## src/rtl/cpumc_arb.sv

```systemverilog
// cpumc_arb: shares the single cpumc memory bus between the 6502 CPU port and the
// debug/loader port. Every access walks IDLE -> ISSUE -> CAPTURE. The owner's ack and
// read data appear in the cycle after CAPTURE, because the PRG-ROM block RAM returns
// data one clock after it sees the address.
module cpumc_arb #(
    parameter int ADDR_WIDTH   = 16,
    parameter int DATA_WIDTH   = 8,
    parameter int DBG_PRIORITY = 0
) (
    input  logic                  clk,
    input  logic                  rst,
    input  logic                  cpu_req,
    input  logic                  cpu_wr,
    input  logic [ADDR_WIDTH-1:0] cpu_addr,
    input  logic [DATA_WIDTH-1:0] cpu_din,
    output logic                  cpu_ack,
    output logic [DATA_WIDTH-1:0] cpu_dout,
    input  logic                  dbg_req,
    input  logic                  dbg_wr,
    input  logic [ADDR_WIDTH-1:0] dbg_addr,
    input  logic [DATA_WIDTH-1:0] dbg_din,
    output logic                  dbg_ack,
    output logic [DATA_WIDTH-1:0] dbg_dout,
    output logic                  mem_wr,
    output logic [ADDR_WIDTH-1:0] mem_addr,
    output logic [DATA_WIDTH-1:0] mem_din,
    input  logic [DATA_WIDTH-1:0] mem_dout
);

    localparam logic [1:0] ST_IDLE    = 2'd0;
    localparam logic [1:0] ST_ISSUE   = 2'd1;
    localparam logic [1:0] ST_CAPTURE = 2'd2;

    localparam logic OWN_CPU = 1'b0;
    localparam logic OWN_DBG = 1'b1;

    logic [1:0]            state_q, state_d;
    logic                  owner_q, owner_d;
    logic                  last_grant_q, last_grant_d;
    logic                  wr_q, wr_d;
    logic                  mem_wr_q, mem_wr_d;
    logic [ADDR_WIDTH-1:0] mem_addr_q, mem_addr_d;
    logic [DATA_WIDTH-1:0] mem_din_q, mem_din_d;
    logic                  cpu_ack_q, cpu_ack_d;
    logic                  dbg_ack_q, dbg_ack_d;
    logic [DATA_WIDTH-1:0] cpu_dout_q, cpu_dout_d;
    logic [DATA_WIDTH-1:0] dbg_dout_q, dbg_dout_d;
    logic                  cpu_elig, dbg_elig, grant_dbg;

    // Choose the winner among eligible ports; a port being acked this cycle sits out.
    always_comb begin
        cpu_elig = cpu_req & ~cpu_ack_q;
        dbg_elig = dbg_req & ~dbg_ack_q;
        if (cpu_elig && dbg_elig) begin
            if (DBG_PRIORITY != 0) begin
                grant_dbg = 1'b1;
            end else begin
                grant_dbg = (last_grant_q == OWN_CPU);
            end
        end else begin
            grant_dbg = dbg_elig;
        end
    end

    // Sequence one access: latch the winner, pulse the write, then capture the read data.
    always_comb begin
        state_d      = state_q;
        owner_d      = owner_q;
        last_grant_d = last_grant_q;
        wr_d         = wr_q;
        mem_wr_d     = 1'b0;
        mem_addr_d   = mem_addr_q;
        mem_din_d    = mem_din_q;
        cpu_ack_d    = 1'b0;
        dbg_ack_d    = 1'b0;
        cpu_dout_d   = cpu_dout_q;
        dbg_dout_d   = dbg_dout_q;
        case (state_q)
            ST_IDLE: begin
                if (cpu_elig || dbg_elig) begin
                    owner_d    = grant_dbg ? OWN_DBG : OWN_CPU;
                    wr_d       = grant_dbg ? dbg_wr : cpu_wr;
                    mem_wr_d   = grant_dbg ? dbg_wr : cpu_wr;
                    mem_addr_d = grant_dbg ? dbg_addr : cpu_addr;
                    mem_din_d  = grant_dbg ? dbg_din : cpu_din;
                    state_d    = ST_ISSUE;
                end
            end
            ST_ISSUE: begin
                state_d = ST_CAPTURE;
            end
            ST_CAPTURE: begin
                state_d      = ST_IDLE;
                last_grant_d = owner_q;
                if (owner_q == OWN_DBG) begin
                    dbg_ack_d = 1'b1;
                    if (!wr_q) begin
                        dbg_dout_d = mem_dout;
                    end
                end else begin
                    cpu_ack_d = 1'b1;
                    if (!wr_q) begin
                        cpu_dout_d = mem_dout;
                    end
                end
            end
            default: begin
                state_d = ST_IDLE;
            end
        endcase
    end

    // State registers; reset leaves DBG as last grant so the CPU wins the first tie.
    always_ff @(posedge clk) begin
        if (rst) begin
            state_q      <= ST_IDLE;
            owner_q      <= OWN_CPU;
            last_grant_q <= OWN_DBG;
            wr_q         <= 1'b0;
            mem_wr_q     <= 1'b0;
            mem_addr_q   <= '0;
            mem_din_q    <= '0;
            cpu_ack_q    <= 1'b0;
            dbg_ack_q    <= 1'b0;
            cpu_dout_q   <= '0;
            dbg_dout_q   <= '0;
        end else begin
            state_q      <= state_d;
            owner_q      <= owner_d;
            last_grant_q <= last_grant_d;
            wr_q         <= wr_d;
            mem_wr_q     <= mem_wr_d;
            mem_addr_q   <= mem_addr_d;
            mem_din_q    <= mem_din_d;
            cpu_ack_q    <= cpu_ack_d;
            dbg_ack_q    <= dbg_ack_d;
            cpu_dout_q   <= cpu_dout_d;
            dbg_dout_q   <= dbg_dout_d;
        end
    end

    assign mem_wr   = mem_wr_q;
    assign mem_addr = mem_addr_q;
    assign mem_din  = mem_din_q;
    assign cpu_ack  = cpu_ack_q;
    assign dbg_ack  = dbg_ack_q;
    assign cpu_dout = cpu_dout_q;
    assign dbg_dout = dbg_dout_q;

endmodule

```

## config.mk

```make
export PLATFORM = sky130hd
export DESIGN_NAME = cpumc_arb
export DESIGN_NICKNAME = d
export VERILOG_FILES = /design/src/rtl/cpumc_arb.sv
export SDC_FILE = /design/constraint.sdc
export NUM_CORES = 1
export LEC_CHECK = 0
export BUFFER_PORTS_ARGS = -buffer_cell sky130_fd_sc_hd__buf_4
export CORE_MARGIN = 1
export CORE_UTILIZATION = 25
export DETAILED_ROUTE_END_ITERATION = 8
export HOLD_SLACK_MARGIN = 0.08
export PLACE_DENSITY_LB_ADDON = 0.12
export SLEW_MARGIN = 20
export SYNTH_ARGS = -nofsm -noshare
export SYNTH_HDL_FRONTEND = slang
export SYNTH_SLANG_ARGS = --single-unit
export TNS_END_PERCENT = 20
```

## constraint.sdc

```tcl
create_clock -name clk -period 4.1 [get_ports clk]
set_input_delay 0.41 -clock clk [delete_from_list [all_inputs] [get_ports clk]]
set_output_delay 0.41 -clock clk [all_outputs]
set_load 0.01 [all_outputs]
```

=== Yosys cells after proc, flatten, opt, wreduce, memory -nomap -nowiden ===
Cells that the tools add are included.
W data, S select, Z words.

* Register bits: 48
* Bits of input ports: 62
* Output and inout port bits: 43
* Word-level logic and storage cells: 41

* Equal/unequal tests: 3
* Mux-type cells: 9
* Bitwise gates (word level): 10
* Reduce and logical (&&, ||, !) cells: 8

{| class="wikitable"
|+ Operators by type and width
! operator !! count
|-
| $mux W16 || 1
|-
| $mux W8 || 1
|-
| $not A1 Y1 || 8
|-
| $reduce_and A3 Y1 || 2
|-
| $mux W1 || 5
|-
| $pmux W2 S2 || 1
|-
| $reduce_or A3 Y1 || 1
|-
| $and A1 B1 Y1 || 2
|-
| $eq A2 B1 Y1 const B || 1
|-
| $eq A2 B2 Y1 const B || 1
|-
| $logic_not A2 Y1 || 1
|-
| $mux W2 || 1
|-
| $ne A2 B2 Y1 const B || 1
|-
| $reduce_and A2 Y1 || 1
|-
| $reduce_or A2 Y1 || 1
|-
| $logic_and A1 B1 Y1 || 1
|-
| $logic_or A1 B1 Y1 || 1
|}

=== Longest topological paths before layout ===
* Word-level depth: 5
* Gate-level depth with buffers: 6
* Depth with buffers taken out: 4

=== Worst setup path after synthesis ===
No wires, ideal clock.

* Path type: input port to flip-flop
* Start point: input port dbg_req
* End point: register mem_addr_q[0] (netlist: mem_addr[0])
* Library setup time: 0.091 ns
* Data arrival time: 1.264 ns
* Data required time: 4.009 ns
* Setup slack: 2.745 ns
* Stages: 6
* Buffers on the path: 2
* Cells stage by stage: nor2b_1 > and2_1 > buf_2 > buf_4 > nand2_1 > a311oi_1

* Cells in the longest elaborated chain, start to end: 4
* Elaborated cells between the ends (all ways): 6
* Classes of those cells: mux: 2; bitwise: 1; reduce/logical: 3

{| class="wikitable"
|+ RTL lines
! what !! line !! source
|-
| from (decl) || 18 || <nowiki>input logic dbg_req,</nowiki>
|-
| $and A1 B1 Y1 * || 53 || <nowiki>dbg_elig = dbg_req & ~dbg_ack_q;</nowiki>
|-
| $logic_and A1 B1 Y1 || 54 || <nowiki>if (cpu_elig && dbg_elig) begin</nowiki>
|-
| $mux W1 || 54 ||
|-
| $mux W16 || 84 || <nowiki>mem_addr_d = grant_dbg ? dbg_addr : cpu_addr;</nowiki>
|-
| to (signal assigned) || 133 || <nowiki>mem_addr_q <= mem_addr_d;</nowiki>
|-
| to (decl) || 42 || <nowiki>logic [ADDR_WIDTH-1:0] mem_addr_q, mem_addr_d;</nowiki>
|}

Mark *: on every way between the ends. The rest lies on a longest branch, timed or not.
A chain may end at the register's enable or synchronous reset.

=== Worst setup path in the final report ===
* Start point: register dbg_ack_q (netlist: dbg_ack)
* End point: register mem_addr_q[8] (netlist: mem_addr[8])

* Cells in the longest elaborated chain, start to end: 5
* Elaborated cells between the ends (all ways): 7
* Classes of those cells: mux: 2; bitwise: 2; reduce/logical: 3

{| class="wikitable"
|+ RTL lines
! what !! line !! source
|-
| from (decl) || 45 || <nowiki>logic dbg_ack_q, dbg_ack_d;</nowiki>
|-
| from (signal assigned) || 136 || <nowiki>dbg_ack_q <= dbg_ack_d;</nowiki>
|-
| $not A1 Y1 * || 53 ||
|-
| $and A1 B1 Y1 * || 53 ||
|-
| $logic_and A1 B1 Y1 || 54 ||
|-
| $mux W1 || 54 ||
|-
| $mux W16 || 84 ||
|}

Marks and branches as above.

==> results summary <==
The instance count after placement with tap cells included is 411. Of the total synthesized cell area, the portion taken by full adders, half adders and majority gates is 0. The number of global-route vias before repair came to 1635.

The tool flagged a number of max-cap violations equal to 0. In this run, the number of DRC markers left after iteration 0 of detailed routing was 39. At the pin with the least slew margin, the transition time is 0.947 ns.

The clock slew seen by the registers of the worst setup and hold paths is 0.09 ns. Buffers placed on the I/O ports in this run total 104. The fraction of synthesized cell area in xor and xnor cells came out at 0. Counting the fill cells in the layout gives 769.

The count of clock tree sinks came out at 48. Setup repair after global routing left no endpoint under its margin. The max-slew headroom at the worst pin is 0.368. The number of hold-repair buffers added at the cts stage is 0. The register area share after synthesis came out at 0.504. The worst setup path is launched from a register.

The clock passes through at most 2 buffers. The number of enable flip-flop cells after synthesis is 0. The synthesized instance count came out at 226.

Between clock sinks in the finished design, the worst skew comes to 0.00572 ns. In the final layout, the share of cells above drive strength 1 is 0.363. The synthesized area per cell is 8.44 µm². The flow ran to the end, and the final reports show no timing, DRC or antenna violations.

The remaining antenna violation count came out at 0. The number of warnings issued by yosys came out at 0. The initial cell density of the core came out at 0.260. The clock root buffer is clkbuf_8.

For the worst setup path, the data arrival time is 2.02 ns. In this run the worst hold path is classified as in -> reg. The number of antenna violations at the first check in global routing came out at 0. The area inside the core boundary came out at 7330 µm². The number of hold violations in the final report was 0.

The overall track demand over capacity in global routing is 0.127. Yosys attributes the largest share of cell area to dfxtp_1, nand2_1, a311oi_1, nor2_1, mux2i_1. The worst setup path is captured at a register. The via count is 1823.

The register bit count reported by yosys is 48. Total power for the finished layout comes to 0.00109 W. The post-layout worst setup margin is 2.29 ns.

Derived from the worst setup path, the maximum achievable clock frequency is 0.552 GHz. The number of nets at the end of the flow is 381. The simple-gate share of the synthesized area came out at 0.251.

The distinct cell type count after synthesis came out at 24. The compound-gate portion of the synthesized area came to 0.148. Summed over all layers, the global routing overflow is 0. The chip width is 89.4 µm. The start-to-end type of the worst setup path is reg -> reg.

The TritonCTS buffer count came out at 5. The cell type contributing the most total cell area after synthesis is dfxtp_1. The via density per instance came out at 4.35.

Dividing the detail-routed wire length by the instance count gives 12.1 µm. The post-detailed-routing wire length is 5060 µm. The finished cells cover 2830 µm². The repair_antennas step left the layout with diodes totalling 0.

In the synthesized netlist, the cells that appear most often are nand2_1, dfxtp_1, nor2_1. The vertical extent of the die is 89.4 µm. The proportion of synthesized area in mux cells came out at 0.0472.

For this run, design rule violations remaining after detail routing come to 0. The dominant synthesized flop cell is dfxtp_1. The die covers 7990 µm². The setup fix buffers added after clock tree synthesis came out at 0. The global placer's final weighted congestion is 0.676.

After synthesis, the largest family of logic cells by area is simple AND/OR/NAND/NOR gates. In this run the power density over the cells is 383 nW/µm². The peak ir drop on the vdd network came out at 0.147 mV. The ratio of final minimum period to clock period is 0.442. Setup total negative slack on the finished layout was measured at 0 ns. The data required time of the critical path came out at 4.31 ns. The proportion of register bits with asynchronous set or reset after synthesis came out at 0.

The shortest clock period the worst path allows after layout came out at 1.81 ns. Compared with the post-synthesis result, the final layout area differs by 48.5%. The placement row count came out at 31. The top-level I/O count came out at 105. The source-to-sink clock delay at the later pin of the worst-skew pair is 0.30 ns.

The instance area after placement is 2720 µm². The maximum net fanout on the critical path came out at 25. The detailed-router iteration count before antenna repair came out at 4. The wire length of the first global-routing pass came out at 7670 µm. Summed over all cells, the static leakage comes to 1.25 nW. The post-placement setup slack is 2.05 ns. The final number of max-transition violations is 0.

Among all cell types in the netlist, the one instantiated most often is nand2_1. The H-tree level count is 2. The setup-violating endpoint count in the final report is 0.

The post-cts resize count came out at 0. The share of Yosys cell area claimed by the top area cell type is 0.504. The synthesized net count came out at 288. The cell area after synthesis is 1910 µm². Once detailed placement completed, the half-perimeter wirelength came to 3540 µm. TritonCTS built the clock tree. The largest net degree at the start of global routing came out at 53.

The final standard cell count with taps included and fillers excluded is 419.
## cell families (layout without fill, tap and decap cells)
family / Yosys count / after routing
AOI/OAI and AO/OA: 36 / 36
DFF: 48 / 48
and+or+nand+nor: 114 / 114
muxes: 9 / 9
buffers and inverters: 19 / 113
## routing by layer
metal,GRT usage,vias up,routed length (µm)
li1,-,954,-
met1,0.149,805,2170
met2,0.214,59,2490
met3,0.0462,5,336
met4,0.0390,0,61
met5,0,-,0
## through the flow
stage	hold WS, ns	util
after floorplan	0.423	-
after global placement	0.435	0.371
after detailed placement	0.447	0.371
after CTS	0.346	0.387
after global routing	0.348	0.387
final	0.354	0.387
## critical path, cell delays in order (launching register included)
cell      delay (ns)
dfxtp_1         0.32
nor2b_1         0.19
and2_1          0.79
nand2_1         0.11
a311oi_1        0.30
## sequential cells by signal (all words and copies together) (netlist names)
signal	flops
cpu_ack	1
cpu_dout	8
dbg_ack	1
dbg_dout	8
last_grant_q	1
mem_addr	16
mem_din	8
mem_wr	1
owner_q	1
state_q	2
wr_q	1
## report_power, final
part | switching, W | internal (W)
Combinational | 0.000106 | 0.000112
Sequential | 0.0000224 | 0.000503
Clock | 0.000160 | 0.000181
Total | 0.000289 | 0.000796
## placed cells by master, fill, tap and decap left out
cell	n
buf_4	104
nand2_1	65
dfxtp_1	48
nor2_1	35
a311oi_1	24
mux2i_1	9
a21oi_1	8
nor2b_1	5
clkbuf_8	5
nor3b_1	2
nand2b_1	1
nor3_2	1
or3_1	1
o21a_2	1
inv_2	1
nor3_4	1
nand3b_1	1
and2_1	1
o2bb2ai_1	1
a211o_1	1
a211oi_1	1
nor3_1	1
clkinvlp_4	1
clkinv_2	1
bufinv_16	1
## final timing paths
| kind | from | to | slack (ns) | cells past startpoint |
|---|---|---|---|---|
| min | mem_dout[4] | dbg_dout[4] | 0.35 | 3 |
| min reg2reg | state_q[1] | state_q[1] | 0.45 | 1 |
| max | dbg_ack | mem_addr[8] | 2.29 | 4 |
| max reg2reg | dbg_ack | mem_addr[8] | 2.29 | 4 |
## final cells by class
class | instances | area [µm²] | area share
tap | 99 | 124 | 0.0437
timing repair buffer | 104 | 781 | 0.275
inverter | 1 | 3.75 | 0.00132
multi-input combinational | 159 | 853 | 0.301
clock buffer | 5 | 68.8 | 0.0243
sequential | 48 | 961 | 0.339
clock inverter | 3 | 42.5 | 0.0150
Note: power is estimated with default switching activity, not from simulation.
